==> src/rtl/timer_pkg.sv <==
// Shared constants for the timer counter read/compare block.
//   - Register byte offsets for the counter, compare, enable and status registers.
//   - Compare register reset value (CMP_RST).
//   - Bit positions of the interrupt enable (TIER) and status (TISR) flags.
package timer_pkg;

  localparam int unsigned TDR0_OFFSET  = 32'h0000_000C;  // counter low word, read-only
  localparam int unsigned TDR1_OFFSET  = 32'h0000_0010;  // counter high word, read-only
  localparam int unsigned TCMP0_OFFSET = 32'h0000_0014;  // compare low word
  localparam int unsigned TCMP1_OFFSET = 32'h0000_0018;  // compare high word
  localparam int unsigned TIER_OFFSET  = 32'h0000_001C;  // interrupt enable
  localparam int unsigned TISR_OFFSET  = 32'h0000_0020;  // interrupt status, W1C

  localparam logic [63:0] CMP_RST = 64'hFFFF_FFFF_FFFF_FFFF;

  localparam int unsigned TIER_EN_BIT = 0;
  localparam int unsigned TISR_ST_BIT = 0;

endpackage

==> src/rtl/timer_cmp_match.sv <==
// Compare register and sticky match status for the timer counter.
// Ports:
//   clk          clock
//   rst          synchronous reset, active-high
//   cnt_i        live counter value
//   tcmp_lo_we_i write strobe for the compare low word
//   tcmp_hi_we_i write strobe for the compare high word
//   wdata_i      write data for either compare word
//   st_clr_i     clear request for the sticky status (W1C decoded upstream)
//   tcmp_o       current compare value
//   int_st_o     sticky compare-match status
module timer_cmp_match import timer_pkg::*; #(
  parameter int unsigned      DATA_W  = 32,
  parameter int unsigned      CNT_W   = 2 * DATA_W,
  parameter logic [CNT_W-1:0] CMP_RST = timer_pkg::CMP_RST
) (
  input  logic              clk,
  input  logic              rst,
  input  logic [CNT_W-1:0]  cnt_i,
  input  logic              tcmp_lo_we_i,
  input  logic              tcmp_hi_we_i,
  input  logic [DATA_W-1:0] wdata_i,
  input  logic              st_clr_i,
  output logic [CNT_W-1:0]  tcmp_o,
  output logic              int_st_o
);

  logic [CNT_W-1:0] tcmp_q, tcmp_d;
  logic             match;
  logic             match_q;
  logic             int_st_q, int_st_d;

  always_comb begin
    tcmp_d = tcmp_q;
    if (tcmp_lo_we_i) tcmp_d[DATA_W-1:0]     = wdata_i;
    if (tcmp_hi_we_i) tcmp_d[CNT_W-1:DATA_W] = wdata_i;
  end

  assign match = (cnt_i == tcmp_q);

  // Edge-triggered set so a counter parked on tcmp fires once; a set beats a clear.
  assign int_st_d = (match & ~match_q) | (int_st_q & ~st_clr_i);

  always_ff @(posedge clk) begin
    if (rst) begin
      tcmp_q   <= CMP_RST;
      match_q  <= 1'b0;
      int_st_q <= 1'b0;
    end else begin
      tcmp_q   <= tcmp_d;
      match_q  <= match;
      int_st_q <= int_st_d;
    end
  end

  assign tcmp_o   = tcmp_q;
  assign int_st_o = int_st_q;

endmodule

==> src/rtl/timer_cnt_reader.sv <==
// Read/compare side of the 64-bit timer counter: register read port for the live counter,
// compare register, interrupt enable and sticky match status. Never writes the counter.
// Ports:
//   clk      clock
//   rst      synchronous reset, active-high
//   rd_en    register read strobe, one cycle per access
//   wr_en    register write strobe, one cycle per access
//   addr     register byte address
//   wdata    write data
//   cnt      live counter value
//   rdata    read data, valid when rvalid=1 (zero otherwise)
//   rvalid   read response strobe, one cycle after rd_en
//   int_st   sticky compare-match status
//   tim_int  interrupt = int_st & int_en
// Build option: define TMR_RD_SNAPSHOT_EN to latch cnt[63:32] on a TDR0 read so the following
// TDR1 read returns a value coherent with the low word.
module timer_cnt_reader import timer_pkg::*; #(
  parameter int unsigned      ADDR_W  = 12,
  parameter int unsigned      DATA_W  = 32,
  parameter int unsigned      CNT_W   = 2 * DATA_W,
  parameter logic [CNT_W-1:0] CMP_RST = timer_pkg::CMP_RST
) (
  input  logic              clk,
  input  logic              rst,
  input  logic              rd_en,
  input  logic              wr_en,
  input  logic [ADDR_W-1:0] addr,
  input  logic [DATA_W-1:0] wdata,
  input  logic [CNT_W-1:0]  cnt,
  output logic [DATA_W-1:0] rdata,
  output logic              rvalid,
  output logic              int_st,
  output logic              tim_int
);

  logic hit_tdr0, hit_tdr1, hit_tcmp0, hit_tcmp1, hit_tier, hit_tisr;

  assign hit_tdr0  = (addr == ADDR_W'(TDR0_OFFSET));
  assign hit_tdr1  = (addr == ADDR_W'(TDR1_OFFSET));
  assign hit_tcmp0 = (addr == ADDR_W'(TCMP0_OFFSET));
  assign hit_tcmp1 = (addr == ADDR_W'(TCMP1_OFFSET));
  assign hit_tier  = (addr == ADDR_W'(TIER_OFFSET));
  assign hit_tisr  = (addr == ADDR_W'(TISR_OFFSET));

  logic [CNT_W-1:0] tcmp;
  logic             int_st_w;
  logic             st_clr;

  assign st_clr = wr_en & hit_tisr & wdata[TISR_ST_BIT];

  timer_cmp_match #(
    .DATA_W  (DATA_W),
    .CNT_W   (CNT_W),
    .CMP_RST (CMP_RST)
  ) u_cmp_match (
    .clk          (clk),
    .rst          (rst),
    .cnt_i        (cnt),
    .tcmp_lo_we_i (wr_en & hit_tcmp0),
    .tcmp_hi_we_i (wr_en & hit_tcmp1),
    .wdata_i      (wdata),
    .st_clr_i     (st_clr),
    .tcmp_o       (tcmp),
    .int_st_o     (int_st_w)
  );

  logic int_en_q, int_en_d;

  assign int_en_d = (wr_en & hit_tier) ? wdata[TIER_EN_BIT] : int_en_q;

  // High counter word as seen by a TDR1 read.
  logic [DATA_W-1:0] tdr1_val;

`ifdef TMR_RD_SNAPSHOT_EN
  logic [DATA_W-1:0] shadow_q;
  logic              snap_vld_q;

  always_ff @(posedge clk) begin
    if (rst) begin
      shadow_q   <= '0;
      snap_vld_q <= 1'b0;
    end else if (rd_en && hit_tdr0) begin
      shadow_q   <= cnt[CNT_W-1:DATA_W];
      snap_vld_q <= 1'b1;
    end else if (rd_en && hit_tdr1) begin
      snap_vld_q <= 1'b0;
    end
  end

  assign tdr1_val = snap_vld_q ? shadow_q : cnt[CNT_W-1:DATA_W];
`else
  assign tdr1_val = cnt[CNT_W-1:DATA_W];
`endif

  logic [DATA_W-1:0] rdata_q, rdata_d;
  logic              rvalid_q;

  // Read mux; unmapped addresses and idle cycles return zero.
  always_comb begin
    rdata_d = '0;
    if (rd_en) begin
      if (hit_tdr0)       rdata_d = cnt[DATA_W-1:0];
      else if (hit_tdr1)  rdata_d = tdr1_val;
      else if (hit_tcmp0) rdata_d = tcmp[DATA_W-1:0];
      else if (hit_tcmp1) rdata_d = tcmp[CNT_W-1:DATA_W];
      else if (hit_tier)  rdata_d[TIER_EN_BIT] = int_en_q;
      else if (hit_tisr)  rdata_d[TISR_ST_BIT] = int_st_w;
    end
  end

  always_ff @(posedge clk) begin
    if (rst) begin
      rdata_q  <= '0;
      rvalid_q <= 1'b0;
      int_en_q <= 1'b0;
    end else begin
      rdata_q  <= rdata_d;
      rvalid_q <= rd_en;
      int_en_q <= int_en_d;
    end
  end

  assign rdata   = rdata_q;
  assign rvalid  = rvalid_q;
  assign int_st  = int_st_w;
  assign tim_int = int_st_w & int_en_q;

endmodule

==> config.mk <==
export PLATFORM = sky130hd
export DESIGN_NAME = timer_cnt_reader
export DESIGN_NICKNAME = d
export VERILOG_FILES = /design/src/rtl/timer_pkg.sv /design/src/rtl/timer_cmp_match.sv /design/src/rtl/timer_cnt_reader.sv
export SDC_FILE = /design/constraint.sdc
export NUM_CORES = 1
export LEC_CHECK = 0
export CAP_MARGIN = 20
export CORE_MARGIN = 4
export CORE_UTILIZATION = 35
export CTS_CLUSTER_DIAMETER = 100
export DETAILED_ROUTE_END_ITERATION = 8
export PLACE_DENSITY_LB_ADDON = 0.12
export SYNTH_ARGS = -nofsm -noshare
export SYNTH_HDL_FRONTEND = slang
export SYNTH_SLANG_ARGS = --single-unit
==> constraint.sdc <==
create_clock -name clk -period 2.4 [get_ports clk]
set_input_delay 0.48 -clock clk [delete_from_list [all_inputs] [get_ports clk]]
set_output_delay 0.48 -clock clk [all_outputs]
set_load 0.03 [all_outputs]
---- Yosys cells after proc, flatten, opt, wreduce, memory -nomap -nowiden ----
Cells that the tools add are included.
W data, S select, Z words.
word-level totals
  register bits after elaboration ......... 100
  input port bits ......................... 112
  output and inout port bits .............. 35
  logic and storage cells ................. 34
cells by class
  bitwise gates (word level) .............. 12
  equality and inequality tests ........... 7
  mux-type cells .......................... 7
  reductions and logical operators ........ 1
operators by type and width
  operator               number
  $mux W32               3
  $eq A64 B64 Y1         1
  $eq A12 B5 Y1 const B  4
  $mux W31               1
  $eq A12 B4 Y1 const B  1
  $eq A12 B6 Y1 const B  1
  $and A1 B1 Y1          8
  $mux W1                3
  $not A1 Y1             3
  $reduce_or A2 Y1       1
  $or A1 B1 Y1           1

---- Logic depth before layout (Yosys ltp) ----
  depth after elaboration ................. 7
  mapped depth ............................ 7
  depth with buffers taken out ............ 5

---- Cells and area by module ----
From an unflattened synthesis, not the netlist that was laid out.
second synthesis, totals
  cell total of the unflattened synthesis .. 536
  area, all modules ....................... 5,157.4 µm²
modules (own cells, without submodules)
  module            sequential area each (µm²)  area an instance (µm²)  cells an instance  instances
  timer_cmp_match   1,321.3                     3,081.7                 320                1
  timer_cnt_reader  680.7                       2,075.7                 216                1

---- Worst setup path after synthesis ----
OpenSTA, ideal clock, no wires.
  kind .................................... input to register
  from .................................... input addr[11]
  to ...................................... register u_cmp_match.tcmp_q[32] (netlist: u_cmp_match.tcmp_o[32])
  library setup time ...................... 0.129 ns
  data arrival time ....................... 2.196 ns
  buffers on the path ..................... 2
  path slack .............................. 0.075 ns
  cell stages on the path ................. 7
  required time ........................... 2.271 ns
  cell sequence ........................... or4_4 nor4_2 and4b_1 buf_2 buf_4 mux2i_1 nand2_1
on the way
  cells in the longest elaborated chain, start to end .. 2
ends and longest elaborated chain
  item                  RTL line                text
  from (decl)           timer_cnt_reader.sv:27  input logic [ADDR_W-1:0] addr,
  $eq A12 B5 Y1         timer_cnt_reader.sv:41  assign hit_tcmp1 = (addr == ADDR_W'(TCMP1_OFFSET));
  $and A1 B1 Y1         timer_cnt_reader.sv:60  .tcmp_hi_we_i (wr_en & hit_tcmp1),
  to (signal assigned)  timer_cmp_match.sv:50   tcmp_q <= tcmp_d;
  to (decl)             timer_cmp_match.sv:28   logic [CNT_W-1:0] tcmp_q, tcmp_d;
No other way between the ends.
A chain may end at the register's enable or synchronous reset.

---- Worst setup path in the final report ----
  from .................................... input addr[11]
  to ...................................... register u_cmp_match.tcmp_q[23] (netlist: u_cmp_match.tcmp_o[23])
on the way
  cells in the longest elaborated chain, start to end .. 2
ends and longest elaborated chain
  item           RTL line                text
  $eq A12 B5 Y1  timer_cnt_reader.sv:40  assign hit_tcmp0 = (addr == ADDR_W'(TCMP0_OFFSET));
  $and A1 B1 Y1  timer_cnt_reader.sv:59  .tcmp_lo_we_i (wr_en & hit_tcmp0),
No other way between the ends.

==> reports/qor_table.md <==
| Item | This run | Unit |
|:---|:---|:---|
| Final RePlAce weighted congestion | 0.8466 | - |
| Maximum fanout along the worst path | 24 | - |
| Number of max-slew violations in the final report | 0 | - |
| Proportion of register bits with asynchronous set or reset after synthesis | 0 | % |
| Hold Crit Class | reg -> reg | - |
| Number of hold violations in the final report | 0 | - |
| Sequential cell area fraction in the yosys report | 40.13 | % |
| Leading cell types in the layout, fill and taps excluded | 145 x sky130_fd_sc_hd__clkdlybuf4s50_1, 105 x sky130_fd_sc_hd__nand2_1, 100 x sky130_fd_sc_hd__dfxtp_1, 63 x sky130_fd_sc_hd__a21oi_1, 61 x sky130_fd_sc_hd__inv_1 | - |
| Average footprint of a synthesized cell | 7.944 | µm² |
| Initial core utilization | 35.80 | % |
| First-pass GRT wire length | 27790 | µm |
| Number of buffers added by the clock tree synthesis step | 9 | - |
| Syn Std Cell Area | 0.004989 | mm² |
| Top-Level Pins | 147 | - |
| Post-detail-place hpwl | 13000 | µm |
| Synth warnings | 0 | - |
| Clock root cell | sky130_fd_sc_hd__clkbuf_16 | - |
| Fraction of final layout cells sized beyond drive strength 1 | 7.995 | % |
| Nature of the critical path endpoint | flop | - |
| Final Setup Violations | 0 | - |
| Share of power burned in combinational logic | 13.0 | % |
| Layout overhead on the synthesized area | 45.35 | % |
| Internal power | 2.628 | mW |
| Total power after layout | 3.485 | mW |
| Crit path kind | in -> reg | - |
| Required arrival time at the worst endpoint | 2.62 | ns |
| Number of different library cells in the post-synthesis netlist | 40 | - |
| IO buf count | 146 | - |
| Total via count in the routed design | 5146 | - |
| # rows | 43 | - |
| Clock Sinks | 100 | - |
| DR DRC count | 0 | - |
| Flip-flop and latch count after synthesis | 100 | - |
| Share of the clock period used by the worst path | 98.67 | % |
| Slew headroom | 65.85 | % |
| Max-cap violation count | 0 | - |
| Ant diodes | 0 | - |
| Net Count, Synth | 740 | - |
| Met1 layer wirelength in the final routing | 7780 | µm |
| Initial drt markers | 420 | - |
| Worst VDD drop | 290.7 | µV |
| Clock Skews | 0.005138 | ns |
| Leading cell type in the layout, fill and taps excluded | sky130_fd_sc_hd__clkdlybuf4s50_1 | - |
| Top sig layer | met4 | - |
| Largest net degree at the start of global routing | 66 | - |
| Unrepaired setup endpoints after global routing | yes | - |
| Post-detailed-routing wire length | 18140 | µm |
| Clock transition at the registers of the reported paths | 0.07 | ns |
| Overall track demand over capacity in global routing | 22.01 | % |
| Flip-flop cell with the highest count after synthesis | sky130_fd_sc_hd__dfxtp_1 | - |
| Critical path launch point type | primary input | - |
| Total number of nets in the final design | 895 | - |
| CTS tree | done | - |
| Routed length per instance | 18.74 | µm |
| Width of the chip | 127.4 | µm |
| Die Outline Area | 0.01623 | mm² |
| Antenna-violating nets left | 0 | - |
| Power density over the cells | 480.7 | mW/mm² |
| Length of routed met3 wiring | 1292 | µm |
| Sw frac | 24.59 | % |
| Worst hold slack across all endpoints | 0.5033 | ns |
| H-tree Lvls | 3 | - |
| Core footprint | 0.01393 | mm² |
| Clock buffer depth | 2 | - |
| Routed wire length on met2 | 8763 | µm |
| Status | completed | - |
| Non-filler instance count after layout | 968 | - |
| Number of global-route vias before repair | 5086 | - |
| Static power due to leakage | 2.896 | nW |
| Die height | 127.4 | µm |
| Top achievable clock speed | 0.4223 | GHz |
| Number of synthesized flops with an enable pin | 0 | - |
| Dpl cells | 947 | - |
| Net switching component of the power | 0.8571 | mW |
| Residual overflow from global routing | 0 | - |
| Share of total power in the clock network | 39.4 | % |
| Clk_lat worst skew | 0.35 | ns |
| Number of vias per cell after detailed routing | 5.316 | - |
| Crit path DAT | 2.58 | ns |
| Clock period minus worst slack | 2.368 | ns |
| Pin slew with the least headroom to its limit | 0.5075 | ns |
| Cell count after synthesis | 628 | - |
| Number of antenna violations at the first check in global routing | 0 | - |
| Proportion of power drawn by flip-flops and latches | 47.6 | % |
| First drt pass iteration count | 7 | - |
## final cells by class
cell class                      count  area [µm²]
Fill cell                        1311        6684
Multi-Input combinational cell    422        2582
Sequential cell                   100        2002
Timing Repair Buffer              188        1944
Clock buffer                       14       254.0
Inverter                           62       232.7
Tap cell                          180       225.2
Clock inverter                      2       10.01
## sequential cells by signal, summed over array words and instances, names as in the netlist
name / flops
int_en_q: 1
rdata: 32
rvalid: 1
u_cmp_match.int_st_o: 1
u_cmp_match.match_q: 1
u_cmp_match.tcmp_o: 64
## cell usage after synthesis, types with 2 or more instances
cell,count,area [µm²]
sky130_fd_sc_hd__a21o_1,2,15.01
sky130_fd_sc_hd__a21oi_1,64,320.3
sky130_fd_sc_hd__and3b_1,2,17.52
sky130_fd_sc_hd__buf_2,8,40.04
sky130_fd_sc_hd__buf_4,5,37.54
sky130_fd_sc_hd__clkbuf_1,30,112.6
sky130_fd_sc_hd__dfxtp_1,100,2002
sky130_fd_sc_hd__inv_1,62,232.7
sky130_fd_sc_hd__mux2i_1,4,40.04
sky130_fd_sc_hd__nand2_1,105,394.1
sky130_fd_sc_hd__nand2b_1,22,137.6
sky130_fd_sc_hd__nand3_1,5,25.02
sky130_fd_sc_hd__nand4_1,13,81.33
sky130_fd_sc_hd__nor2_1,32,120.1
sky130_fd_sc_hd__nor2b_1,2,12.51
sky130_fd_sc_hd__nor4_1,7,43.79
sky130_fd_sc_hd__o2111ai_1,5,43.79
sky130_fd_sc_hd__o211ai_1,59,442.9
sky130_fd_sc_hd__o21ai_0,5,25.02
sky130_fd_sc_hd__o221ai_1,29,254.0
sky130_fd_sc_hd__o2bb2ai_1,3,26.28
sky130_fd_sc_hd__or4_1,2,15.01
sky130_fd_sc_hd__or4_4,2,22.52
sky130_fd_sc_hd__xnor2_1,37,324.1
sky130_fd_sc_hd__xor2_1,8,70.07
## critical path, stage by stage
cell and delay, ns:
sky130_fd_sc_hd__clkdlybuf4s50_1 0.39, sky130_fd_sc_hd__or4_4 0.54, sky130_fd_sc_hd__or4_4 0.53, sky130_fd_sc_hd__nor3_4 0.19, sky130_fd_sc_hd__buf_12 0.15, sky130_fd_sc_hd__clkbuf_16 0.20, sky130_fd_sc_hd__o211ai_1 0.10
## power groups by stage
stage	clock (mW)	sequential, mW	combinational, mW
after floorplan	0	1.70	0.136
after global placement	0	1.70	0.449
after detailed placement	0	1.70	0.448
after CTS	1.40	1.66	0.450
after global routing	1.46	1.66	0.480
final	1.37	1.66	0.452
## cells by family (layout without fill, tap and decap cells)
kind of cell | Yosys count | count (layout) | synth area share (%)
muxes | 4 | 4 | 0.8026
AOI/OAI and AO/OA | 172 | 172 | 23.48
xor gates and xnor gates | 45 | 45 | 7.901
buffers and inverters | 106 | 266 | 8.553
DFF | 100 | 100 | 40.13
and+or+nand+nor | 201 | 201 | 19.14
## metrics by stage
step | util [%] | setup TNS (ns) | worst slack (ns) | instance area (µm²)
after global placement | 49.50 | -23.87 | -0.3568 | 6898
after global routing | 52.03 | -0.008517 | -0.008517 | 7251
after floorplan | - | 0 | 0.07505 | 4989
after detailed placement | 49.50 | -26.03 | -0.3485 | 6898
after CTS | 51.40 | 0 | 0.008793 | 7162
final | 52.03 | 0 | 0.03182 | 7251
## path summary, 6_finish.rpt
check | startpoint | cells past startpoint | end | slack [ns]
setup / recovery | addr[11] | 7 | u_cmp_match.tcmp_o[23] | 0.03
hold / removal | u_cmp_match.tcmp_o[3] | 2 | u_cmp_match.tcmp_o[3] | 0.50
setup reg to reg | u_cmp_match.tcmp_o[59] | 7 | u_cmp_match.match_q | 0.62
hold reg to reg | u_cmp_match.tcmp_o[3] | 2 | u_cmp_match.tcmp_o[3] | 0.50
## repair_timing
action / in CTS / in global routing
setup endpoints to repair: 0 / 32
hold buffers: 0 / 0
gates resized for setup: 0 / 1
setup buffers: 0 / 3
## routing by layer
metal | up-vias | track usage, %
met2 | 226 | 36.11
met4 | 0 | 7.571
li1 | 2483 | -
met5 | - | 0
met3 | 19 | 4.013
met1 | 2418 | 29.15
No activity file was read; power rests on OpenSTA's default activity.
